$ cat src/rtl/multi_battery_monitor_pkg.sv
// Shared types, defaults and the quartile-to-LED decode for the battery monitor.
package multi_battery_monitor_pkg;

  localparam int unsigned DefNBatt   = 2;
  localparam int unsigned DefWidth   = 4;
  localparam int unsigned DefEmptyTh = 2;
  localparam int unsigned DefDebounce = 4;
  localparam int unsigned DefBlinkDiv = 8;

  // Charge quartile of the summed battery level.
  typedef enum logic [1:0] {
    Q0 = 2'd0,
    Q1 = 2'd1,
    Q2 = 2'd2,
    Q3 = 2'd3
  } quartile_e;

  // One-hot active-low LED pattern: bit q low, the rest high.
  function automatic logic [3:0] quartileToLedN(input quartile_e q);
    return ~(4'b0001 << q);
  endfunction

endpackage

$ cat src/rtl/multi_battery_monitor_channel_empty_debounce.sv
// Per-channel low-level debounce: declares a channel empty after DEBOUNCE
// consecutive low samples and releases it on the first non-low sample.
module channel_empty_debounce #(
  parameter int unsigned WIDTH    = 4,
  parameter int unsigned EMPTY_TH = 2,
  parameter int unsigned DEBOUNCE = 4
) (
  input  logic             clk,
  input  logic             rst,
  input  logic             sample_valid,
  input  logic [WIDTH-1:0] level,
  output logic             empty_n,
  // Value empty_n takes on the next edge (ignoring reset); lets the top
  // start the alarm on the same edge the flag drops.
  output logic             emptyNextN
);

  localparam int unsigned CW = $clog2(DEBOUNCE + 1);
  localparam logic [CW-1:0] DebMax = CW'(DEBOUNCE);

  logic [CW-1:0] cntQ, cntD;
  logic          isLow;

  assign isLow = 32'(level) < EMPTY_TH;

  // Next-state for the saturating low counter and the empty flag.
  always_comb begin
    cntD       = cntQ;
    emptyNextN = empty_n;
    if (sample_valid) begin
      if (isLow) begin
        cntD       = (cntQ == DebMax) ? cntQ : cntQ + CW'(1);
        emptyNextN = (cntD != DebMax);
      end else begin
        cntD       = '0;
        emptyNextN = 1'b1;
      end
    end
  end

  // Counter and flag registers with synchronous reset.
  always_ff @(posedge clk) begin
    if (rst) begin
      cntQ    <= '0;
      empty_n <= 1'b1;
    end else begin
      cntQ    <= cntD;
      empty_n <= emptyNextN;
    end
  end

endmodule

$ cat src/rtl/multi_battery_monitor.sv
// Multi-channel battery monitor: sums the channel levels, shows the charge
// quartile on active-low LEDs, debounces per-channel empty flags and blinks
// an active-low alarm while any channel is empty.
module multi_battery_monitor
  import multi_battery_monitor_pkg::*;
#(
  parameter int unsigned N_BATT    = DefNBatt,
  parameter int unsigned WIDTH     = DefWidth,
  parameter int unsigned EMPTY_TH  = DefEmptyTh,
  parameter int unsigned DEBOUNCE  = DefDebounce,
  parameter int unsigned BLINK_DIV = DefBlinkDiv
) (
  input  logic                            clk,
  input  logic                            rst,
  input  logic                            sample_valid,
  input  logic [N_BATT*WIDTH-1:0]         batt,
  output logic [WIDTH+$clog2(N_BATT):0]   total,
  output logic [N_BATT-1:0]               empty_n,
  output logic [3:0]                      led_state_n,
  output logic                            alarm_n
);

  localparam int unsigned TW = WIDTH + $clog2(N_BATT) + 1;
  localparam int unsigned BW = (BLINK_DIV > 1) ? $clog2(BLINK_DIV) : 1;
  // Thresholds are compared against 4*sum; TW+2 bits hold 4*sum and 3*MAX.
  localparam logic [TW+1:0] Max1 =
      (TW+2)'(N_BATT) * ((((TW+2)'(1)) << WIDTH) - (TW+2)'(1));
  localparam logic [TW+1:0] Max2 = Max1 * (TW+2)'(2);
  localparam logic [TW+1:0] Max3 = Max1 * (TW+2)'(3);
  localparam logic [BW-1:0] BlinkLast = BW'(BLINK_DIV - 1);

  logic [TW-1:0]     sumD;
  logic [TW+1:0]     sum4;
  quartile_e         qD, qQ;
  logic              seenQ;
  logic [N_BATT-1:0] emptyNextN;
  logic              anyEmptyD, anyEmptyQ;
  logic [BW-1:0]     blinkQ;

  // Per-channel debounce instances.
  for (genvar g = 0; g < N_BATT; g++) begin : gen_chan
    channel_empty_debounce #(
      .WIDTH   (WIDTH),
      .EMPTY_TH(EMPTY_TH),
      .DEBOUNCE(DEBOUNCE)
    ) u_deb (
      .clk         (clk),
      .rst         (rst),
      .sample_valid(sample_valid),
      .level       (batt[g*WIDTH +: WIDTH]),
      .empty_n     (empty_n[g]),
      .emptyNextN  (emptyNextN[g])
    );
  end

  // Sum of all channels and its quartile.
  always_comb begin
    sumD = '0;
    for (int unsigned i = 0; i < N_BATT; i++) begin
      sumD = sumD + TW'(batt[i*WIDTH +: WIDTH]);
    end
    sum4 = {sumD, 2'b00};
    if (sum4 < Max1)      qD = Q0;
    else if (sum4 < Max2) qD = Q1;
    else if (sum4 < Max3) qD = Q2;
    else                  qD = Q3;
  end

  assign anyEmptyD = ~&emptyNextN;
  assign anyEmptyQ = ~&empty_n;

  // LEDs stay dark until the first accepted sample.
  assign led_state_n = seenQ ? quartileToLedN(qQ) : 4'b1111;

  // Total, quartile and seen-sample registers.
  always_ff @(posedge clk) begin
    if (rst) begin
      total <= '0;
      qQ    <= Q0;
      seenQ <= 1'b0;
    end else if (sample_valid) begin
      total <= sumD;
      qQ    <= qD;
      seenQ <= 1'b1;
    end
  end

  // Blink counter and alarm; the alarm starts low on the edge an empty flag drops.
  always_ff @(posedge clk) begin
    if (rst) begin
      blinkQ  <= '0;
      alarm_n <= 1'b1;
    end else if (!anyEmptyD) begin
      blinkQ  <= '0;
      alarm_n <= 1'b1;
    end else if (!anyEmptyQ) begin
      blinkQ  <= '0;
      alarm_n <= 1'b0;
    end else if (blinkQ == BlinkLast) begin
      blinkQ  <= '0;
      alarm_n <= ~alarm_n;
    end else begin
      blinkQ  <= blinkQ + BW'(1);
    end
  end

endmodule

$ cat config.mk
export PLATFORM = sky130hd
export DESIGN_NAME = multi_battery_monitor
export DESIGN_NICKNAME = d
export VERILOG_FILES = /design/src/rtl/multi_battery_monitor_pkg.sv /design/src/rtl/multi_battery_monitor_channel_empty_debounce.sv /design/src/rtl/multi_battery_monitor.sv
export SDC_FILE = /design/constraint.sdc
export NUM_CORES = 1
export LEC_CHECK = 0
export ABC_CLOCK_PERIOD_IN_PS = 2700
export CORE_MARGIN = 1
export CORE_UTILIZATION = 30
export DETAILED_ROUTE_END_ITERATION = 7
export SLEW_MARGIN = 10
export SYNTH_ARGS = -nofsm -noshare
export SYNTH_HDL_FRONTEND = slang
export SYNTH_HIERARCHICAL = 1
export SYNTH_SLANG_ARGS = --single-unit
$ cat constraint.sdc
create_clock -name clk -period 2.7 [get_ports clk]
set_input_delay 0.405 -clock clk [delete_from_list [all_inputs] [get_ports clk]]
set_output_delay 0.405 -clock clk [all_outputs]
set_load 0.005 [all_outputs]
==> run metrics <==
pin count of the biggest net entering global routing 18; share of Yosys cell area claimed by the top area cell type a little over a third; dominant register cell in the synthesized netlist sky130_fd_sc_hd__dfxtp_1; area of the multi-input gates roughly 670 um2; fill cell total of the finished layout around 370; Final Max Slew Viols 0; worst setup skew after layout about 0.87 ps; Arr. time, crit path ~2300 ps; Area Overhead vs Synth 28.4%; Critical Path Fanout Max 6; global placer's final weighted congestion slightly above 0.8; cell leakage power ~0.56 nW; number of cells upsized or downsized after cts 0; power after layout 0.000605 W; clock latency on the worst-skew pair roughly 300 ps; core footprint ~3400 um2; slowest cell delay on critical path between 500 and 600 ps; result of the run completed; fraction of layout instances using a drive strength above 1 under 10%; count of final setup violators 0; minimum clock period 2080 ps; global-route usage over all layers a little over an eighth; chip width 62.6 um; Post-CTS Hold Fix Bufs 0; DRT Wirelength around 2.3 mm; kind of capture point of the worst setup path flip-flop; ratio of routed vias to standard cells between 4 and 5; DR pass1 iterations 3; number of cells on the worst hold path 1; Synth Net Count ~140; number of maximum-capacitance violations 0; share of synthesized flip-flops with an asynchronous set or reset 0%; post-route DRC violation count 0; count of warnings emitted by yosys 6; HP Start blinkQ[0]; netlist area before placement 1100 um2; # rows 21; Setup Total Neg Slack 0 ps; vias in the first global route a little under 1000; placed wire-length estimate after detailed placement ~1.8 mm; unrepaired setup endpoints after global routing false; Die Y between 60 and 70 um; first-pass GRT wire length 4.11 mm; slack of the worst reg-to-reg path ~850 ps; mean post-synth cell area between 9 and 10 um2; total I/O pin count 24; number of buffers on the longest clock path 2; endpoint with the worst hold slack blinkQ[0]; H-Tree Depth 1; number of violations reported at the end of detailed-routing iteration 0 17; gate count of the mapped netlist roughly 120; number of clock sinks 20; Tightest Hold Check Type reg2reg; total die area approximately 4000 um2; critical path class in2reg; number of failing hold endpoints at the final stage 0; total via count in the routed design 907; Achievable Freq approximately 480 MHz; most frequent standard cell in the layout excluding fill and tap cells sky130_fd_sc_hd__clkdlybuf4s50_1; net count of the finished layout approximately 160; depth of the worst register-to-register path 8; count of distinct cell types in the synthesized netlist 35; initial antenna violation count 0; buffers added on ports 22; count of flip-flops with a built-in enable after synthesis 0; reg-to-reg critical path endpoint blinkQ[2]; largest vdd supply drop 179 uV; master cell of the clock root buffer sky130_fd_sc_hd__clkbuf_4; number of inserted diodes 0; CTS buffer count 3; largest area contributor in the synthesized netlist sky130_fd_sc_hd__dfxtp_1; most frequent cells in the layout sky130_fd_sc_hd__clkdlybuf4s50_1 (22), sky130_fd_sc_hd__dfxtp_1 (20), sky130_fd_sc_hd__nor2_1 (16), sky130_fd_sc_hd__ha_1 (10), sky130_fd_sc_hd__nand3_1 (9); flip-flop and latch count after synthesis 20; pwr/cell area ~430 nW/um2; sequential share of the synthesized area between 30 and 40%; starting density of the core about a third; Reg-to-Reg Start gen_chan[0].u_deb/cntQ[0]; critical path data required time 2960 ps; FF/Latch Area 400 um2; fin util approximately two fifths; post-route fraction of the period consumed by the critical path a little under 80%; CP Launch Type primary input; routed length per placed instance ~12 um; gr ovfl total 0; post-CTS clock slew at the launch and capture registers of the worst setup and hold paths approximately 110 ps; TritonCTS clock tree built; cell type of the slowest stage on the worst timing path sky130_fd_sc_hd__clkdlybuf4s50_1; Routed Antenna Nets 0; number of buffers inserted by post-CTS setup repair 0; Post-DP Area 1380 um2; Critical Path, Cell by Cell clkdlybuf4s50_1 -> nor4b_4 -> a21bo_1 -> a211oi_2 -> nor2_1 -> a21oi_1 -> and3_1; top cells by area, synth sky130_fd_sc_hd__dfxtp_1 (36%), sky130_fd_sc_hd__ha_1 (11%), sky130_fd_sc_hd__nor2_1 (5.5%), sky130_fd_sc_hd__nor4b_4 (4.3%), sky130_fd_sc_hd__nand3_1 (4.1%); cell area after layout around 1400 um2
-- registers in the layout, summed over array words and instances, names as in the netlist --
register,flops
qQ,2
gen_chan.u_deb/empty_n,2
blinkQ,3
alarm_n,1
total,5
seenQ,1
gen_chan.u_deb/cntQ,6
-- synth_stat cells (2+ instances only) --
library cell                 n
sky130_fd_sc_hd__a211oi_2    3
sky130_fd_sc_hd__nor2_1     16
sky130_fd_sc_hd__nand3_1     9
sky130_fd_sc_hd__ha_1       10
sky130_fd_sc_hd__nor2b_1     4
sky130_fd_sc_hd__nor4b_4     2
sky130_fd_sc_hd__and3_1      2
sky130_fd_sc_hd__o21bai_1    2
sky130_fd_sc_hd__inv_1       4
sky130_fd_sc_hd__mux2i_1     3
sky130_fd_sc_hd__nand2_1     3
sky130_fd_sc_hd__a21bo_1     2
sky130_fd_sc_hd__a211oi_1    3
sky130_fd_sc_hd__a311oi_1    3
sky130_fd_sc_hd__a2bb2oi_1   2
sky130_fd_sc_hd__dfxtp_1    20
sky130_fd_sc_hd__nand3b_1    3
sky130_fd_sc_hd__o21ai_1     2
sky130_fd_sc_hd__a21oi_1     7
-- cell families after synthesis --
family,share of synthesized area (%)
buffers and inverters,2.84
DFF,36.4
other,0.341
and+or+nand+nor,22.8
adders and majority gates,13.2
muxes,2.73
xor gates and xnor gates,1.59
AOI/OAI and AO/OA,20.1
-- layout make-up --
type,count,area share [%]
inverter,4,1.06
timing repair buffer,24,16.6
sequential,20,28.3
multi-input combinational,89,47.3
clock buffer,4,2.57
tap,46,4.07
-- worst max path at each step --
stage / startpoint / endpoint
2_1_floorplan: batt[0] / qQ[1]
3_3_place_gp: sample_valid / alarm_n
3_5_place_dp: sample_valid / alarm_n
4_1_cts: seenQ / led_state_n[0]
5_1_grt: sample_valid / blinkQ[2]
6_report: sample_valid / blinkQ[2]
-- routing by layer --
metal	global-route usage, %	wire (um)
met5	0	0
met4	4.07	19
met3	4.01	130
met2	23.6	1110
met1	14.4	1030
-- where the power goes --
part           internal [W]  switching [W]
clock network     0.0000823      0.0000943
registers          0.000307     0.00000944
logic             0.0000621      0.0000503
total              0.000451       0.000154
-- critical path: cells and delay by family --
| kind | cells | cell delay [ps] |
|---|---|---|
| compound gates | 3 | 750 |
| simple gates | 3 | 590 |
| buf+inv | 1 | 580 |
-- through the flow --
stage               setup slack, ps  hold slack [ps]  std cells
floorplan                       945              396        116
global placement                385              423        183
detailed placement              312              417        183
CTS                             633              434        187
global route                    450              456        187
finish                          622              435        187
Power figures use the tool's default switching activity.
